[src/rtl/count_seq_ctrl.sv]
// rtl/count_seq_ctrl.sv - run sequencer for the WIDTH-bit up-counter datapath
// Accepts target/prescale, clears the counter, paces its enable, and reports done/aborted.
module count_seq_ctrl #(
  parameter int WIDTH = 8,
  parameter int PW    = 4
) (
  input  logic             clk,
  input  logic             reset,
  input  logic             start_valid,
  output logic             start_ready,
  input  logic [WIDTH-1:0] target,
  input  logic [PW-1:0]    prescale,
  input  logic             pause,
  input  logic             abort,
  input  logic [WIDTH-1:0] count,
  output logic             cnt_clr,
  output logic             cnt_en,
  output logic             busy,
  output logic             done,
  output logic             aborted
);

  typedef enum logic [1:0] {IDLE, CLEAR, RUN, DONE} state_t;

  state_t           state_q, state_d;
  logic [WIDTH-1:0] tgt_q, tgt_d;
  logic [PW-1:0]    psc_q, psc_d;
  logic [PW-1:0]    pre_cnt_q, pre_cnt_d;
  logic             aborted_q, aborted_d;
  logic             run_en;
  logic             last_step;

  // Widened compare so a target of all-ones still completes without wrap.
  always_comb begin
    run_en    = (state_q == RUN) && !pause && !abort && (pre_cnt_q == psc_q);
    last_step = (({1'b0, count} + {{WIDTH{1'b0}}, 1'b1}) == {1'b0, tgt_q});
  end

  always_comb begin
    state_d   = state_q;
    tgt_d     = tgt_q;
    psc_d     = psc_q;
    pre_cnt_d = pre_cnt_q;
    aborted_d = 1'b0;
    case (state_q)
      IDLE: begin
        if (start_valid) begin
          tgt_d   = target;
          psc_d   = prescale;
          state_d = CLEAR;
        end
      end
      CLEAR: begin
        pre_cnt_d = '0;
        if (abort) begin
          state_d   = IDLE;
          aborted_d = 1'b1;
        end else begin
          state_d = (tgt_q == '0) ? DONE : RUN;
        end
      end
      RUN: begin
        if (abort) begin
          state_d   = IDLE;
          aborted_d = 1'b1;
        end else if (run_en) begin
          pre_cnt_d = '0;
          if (last_step) state_d = DONE;
        end else if (!pause) begin
          pre_cnt_d = pre_cnt_q + PW'(1);
        end
      end
      DONE: begin
        state_d = IDLE;
      end
      default: state_d = IDLE;
    endcase
  end

  always_ff @(posedge clk or posedge reset) begin
    if (reset) begin
      state_q   <= IDLE;
      tgt_q     <= '0;
      psc_q     <= '0;
      pre_cnt_q <= '0;
      aborted_q <= 1'b0;
    end else begin
      state_q   <= state_d;
      tgt_q     <= tgt_d;
      psc_q     <= psc_d;
      pre_cnt_q <= pre_cnt_d;
      aborted_q <= aborted_d;
    end
  end

  assign start_ready = (state_q == IDLE);
  assign cnt_clr     = (state_q == CLEAR);
  assign cnt_en      = run_en;
  assign busy        = (state_q != IDLE);
  assign done        = (state_q == DONE);
  assign aborted     = aborted_q;

endmodule

[config.mk]
export PLATFORM = sky130hd
export DESIGN_NAME = count_seq_ctrl
export DESIGN_NICKNAME = d
export VERILOG_FILES = /design/src/rtl/count_seq_ctrl.sv
export SDC_FILE = /design/constraint.sdc
export NUM_CORES = 1
export LEC_CHECK = 0
export BUFFER_PORTS_ARGS = -buffer_cell sky130_fd_sc_hd__buf_2
export CORE_MARGIN = 2
export CORE_UTILIZATION = 55
export DETAILED_ROUTE_END_ITERATION = 6
export PLACE_DENSITY = 0.86
export SYNTH_ARGS = -nofsm -noshare
export SYNTH_HDL_FRONTEND = slang
export SYNTH_SLANG_ARGS = --single-unit
[constraint.sdc]
create_clock -name clk -period 4.9 [get_ports clk]
set_clock_uncertainty 0.2 [all_clocks]
set_input_delay 0.98 -clock clk [delete_from_list [all_inputs] [get_ports clk]]
set_output_delay 0.98 -clock clk [all_outputs]
set_load 0.03 [all_outputs]
=== Word-level counts from Yosys, hierarchy flattened ===
Cells that the tools add are included.

* Register bits after elaboration: 19
* Bits in read-only memories: 0
* Input bits: 25
* Memory bits (writable): 0
* Memories kept: 0
* Latch bits: 0
* Output and inout port bits: 6

* Add/sub/neg operators: 2
* Reduce and logical (&&, ||, !) cells: 13
* Magnitude comparators: 0
* Bitwise gates (word level): 0
* Shift-type cells: 0
* Eq/ne operators: 10
* Multiplexer cells: 13
* Multiply operators: 0
* Div/mod/pow operators: 0

{| class="wikitable"
|+ Operators by type and width
! kind !! number
|-
| two-way mux 4 bit || 3
|-
| two-way mux 2 bit || 5
|-
| adder 8 x 1 -> 9 bit (second input constant) || 1
|-
| == test 9 x 8 -> 1 bit || 1
|-
| inequality test 3 bit (second input constant) || 3
|-
| zero test 8 bit || 1
|-
| one-hot mux 2 bit (4 select lines) || 1
|-
| one-hot mux 4 bit (2 select lines) || 1
|-
| AND reduction 3 bit || 2
|-
| adder 4 x 1 -> 4 bit (second input constant) || 1
|-
| == test 2 bit (second input constant) || 2
|-
| == test 4 bit || 1
|-
| inequality test 2 bit (second input constant) || 2
|-
| nonzero test 2 bit || 2
|-
| logical AND 1 bit || 3
|-
| two-way mux 1 bit || 3
|-
| == test 2 x 1 -> 1 bit (second input constant) || 1
|-
| zero test 1 bit || 2
|-
| zero test 2 bit || 1
|-
| AND reduction 2 bit || 1
|-
| OR reduction 2 bit || 1
|}

=== Longest topological paths before layout ===
* Depth after elaboration: 7
* Gate-level depth with buffers: 8
* Depth with buffers taken out: 8

=== Worst setup path after synthesis ===
No wires, ideal clock.

* Path kind: input to output
* From: input port abort
* To: output port cnt_en
* Arrival: 1.684 ns
* Setup slack: 2.036 ns
* Cell stages on the path: 3
* Path through: nor2b_1 nand2b_1 nor2_1

* Word-level cells in the longest chain between the ends: 3

{| class="wikitable"
|+ RTL lines
! element !! RTL line !! RTL
|-
| from (decl) || 14 || <nowiki>input logic abort,</nowiki>
|-
| zero test 1 bit || 35 || <nowiki>run_en = (state_q == RUN) && !pause && !abort && (pre_cnt_q == psc_q);</nowiki>
|-
| logical AND 1 bit (2 in series) || 35 ||
|-
| to (decl) || 17 || <nowiki>output logic cnt_en,</nowiki>
|}

Every way passes these cells.

=== Final worst setup path ===
Same ends and word-level chain as after synthesis.

==> impl_metrics.json <==
{
  "combPwrFrac_pct": 46.6,
  "min-delay-path-class": "reg2reg",
  "synth_edf_count": 0,
  "worst_slack_ps": 1900,
  "finish.instance_area_um2": 1370,
  "cts-root-buf": "clkbuf_4",
  "fin_setup_tns_ps": 0,
  "postCtsSetupRepairBufs": 0,
  "core-area_um2": 1980,
  "track_usage_pct": 22.1,
  "drv_cap": 0,
  "drc": 0,
  "placementRows": 16,
  "ant_nets": 0,
  "final_cell_mix": "30 x buf_2, 19 x dfrtp_1, 12 x mux2_2",
  "port_buffers": 30,
  "ys_types": 35,
  "syn-num-nets": 139,
  "placed_area_um2": 1340,
  "hold_violations": 0,
  "status": "finished clean",
  "p_clk_share_pct": 11.5,
  "numPlacedInstances": 164,
  "worstPathMaxFanout": 5,
  "wl_per_cell_um": 14.0,
  "antenna_found_initial": 0,
  "ctsHtreeMaxLevel": 1,
  "place_ws_ps": 1920,
  "syn2layout_area_growth_pct": 17.9,
  "synth_top_cell_by_area": "dfrtp_1",
  "synth.area.top_cells": "dfrtp_1 41%, mux2_2 12%, xnor2_1 7.5%",
  "fin_nets": 173,
  "worstPathCellList": "buf_2, nor2b_1, nand2b_1, nor2_1, buf_2",
  "syn_area_um2": 1160,
  "synth-seq-area-share_pct": 40.9,
  "worstMarginPinSlew_ps": 721,
  "finalWirelength_um": 2350,
  "cp-start-kind": "input port",
  "ys.warnings.count": 0,
  "initial_core_util_pct": 58.6,
  "post-route-min-period_ps": 3000,
  "cp_slowest_stage_delay_ps": 220,
  "crit_arrival_ps": 1820,
  "setup_viol": 0,
  "post_cts_resized": 0,
  "drt_first_pass_iters": 4,
  "place.gp.congestion": 0.837,
  "fin_crit_sh_pct": 61.2,
  "via_per_inst": 5.60,
  "vias": 940,
  "die_x_um": 50.0,
  "ys.flop_type": "dfrtp_1",
  "cp_data_required_time_ps": 3720,
  "dieArea_um2": 2500,
  "async_flop_share_pct": 100,
  "clk_latency_ps": 290,
  "cp-end-kind": "output port",
  "fmax_mhz": 334,
  "relSlewSlack_pct": 51.9,
  "clockBufferDepth": 2,
  "cts_num_sinks": 19,
  "rrSetupSlack_ps": 2580,
  "leakagePower_nw": 0.615,
  "fin_hold_ws_ps": 345,
  "grt_start_max_net_pins": 20,
  "ir_drop_uv": 333,
  "synth_top_area_share_pct": 40.9,
  "switchingPower_uw": 275,
  "crit_top_cell": "buf_2",
  "synth-seq-cells": 19,
  "hpwl_um": 1870,
  "layoutNonFillerInstCount": 168,
  "ios": 31,
  "p_per_area_nw_per_um2": 493,
  "p_seq_share_pct": 41.9,
  "grt_pass1_wl_um": 4220,
  "hold_buffers": 0,
  "grt_setup_unrepaired": "false",
  "drt_iter0_drc": 17,
  "internal_power_uw": 401,
  "crit_type": "in2out",
  "layout_commonest_cell": "buf_2",
  "syn_inst": 108,
  "die_h_um": 50.0,
  "grt_pass1_vias": 957,
  "tritoncts": "built",
  "finalMaxSlewViolations": 0,
  "syn_area_per_cell_um2": 10.8,
  "diodes": 0,
  "path_clk_slew_ps": 110,
  "grt_overflow_total": 0,
  "slowest_stage": "buf_2",
  "switching_share_pct": 40.7,
  "drive_above_1_share_pct": 34.8,
  "cts_buffers": 3
}
[sequential cells by signal, summed over array words and instances (netlist names)]
| register | cells |
|---|---|
| state_q | 2 |
| tgt_q | 8 |
| pre_cnt_q | 4 |
| psc_q | 4 |
| aborted | 1 |
[stage by stage]
stage | util (%) | total power [mW]
6_report | 69.1 | 0.676
5_1_grt | 69.1 | 0.730
4_1_cts | 69.1 | 0.679
3_5_place_dp | 67.7 | 0.599
3_3_place_gp | 67.7 | 0.579
2_1_floorplan | - | 0.518
[power groups by stage]
| stage | combinational (mW) | clock, mW | sequential [mW] |
|---|---|---|---|
| after global routing | 0.351 | 0.0864 | 0.293 |
| after global placement | 0.299 | 0 | 0.281 |
| final | 0.315 | 0.0779 | 0.283 |
| after detailed placement | 0.314 | 0 | 0.285 |
| after floorplan | 0.246 | 0 | 0.273 |
| after CTS | 0.316 | 0.0805 | 0.282 |
[synth_stat cells (all sizes together), types with 2 or more instances]
cell type,n
dfrtp,19
nor3,3
nor4b,2
inv,7
o21ai,4
a21oi,3
nor4,3
xor2,4
nand2,6
nand3,3
nand4,2
and2,2
ha,6
a21o,2
nor2,3
mux2,12
xnor2,10
or3,2
[worst paths after layout]
| check | startpoint | end | cells after the start |
|---|---|---|---|
| min | psc_q[3] | psc_q[3] | 1 |
| min in group asynchronous | reset | tgt_q[3] | 2 |
| max | abort | cnt_en | 5 |
| min reg2reg | psc_q[3] | psc_q[3] | 1 |
| max reg2reg | state_q[0] | state_q[1] | 8 |
| max in group asynchronous | reset | tgt_q[4] | 2 |
[cell families (layout without fill, tap and decap cells)]
family | count (synthesis) | count (layout) | synth area share, %
flops | 19 | 19 | 40.9
compound gates | 20 | 20 | 12.8
simple gates | 29 | 29 | 15.1
mux | 12 | 12 | 11.6
buf+inv | 8 | 41 | 2.58
xor+xnor | 14 | 14 | 10.5
fa+ha+maj | 6 | 6 | 6.46
[worst max-delay path: cells and delay by family]
kind	cells	cell delay (ps)
buffers and inverters	2	350
and+or+nand+nor	3	490
[layout make-up]
class	instances	area (um^2)
clock inverter	1	5.00
inverter	7	26.3
tap	27	33.8
sequential	19	475
timing repair buffer	30	150
fill	144	612
multi-input combinational	81	657
clock buffer	3	22.5
[routing by layer]
metal	GRT usage [%]	share of wire, %	vias to the layer above
met3	4.24	4.0	4
li1	-	-	459
met4	5.56	1.9	0
met1	28.3	44	449
met2	38.2	50	28
met5	0	0	-
Note: power is estimated with default switching activity, not from simulation.
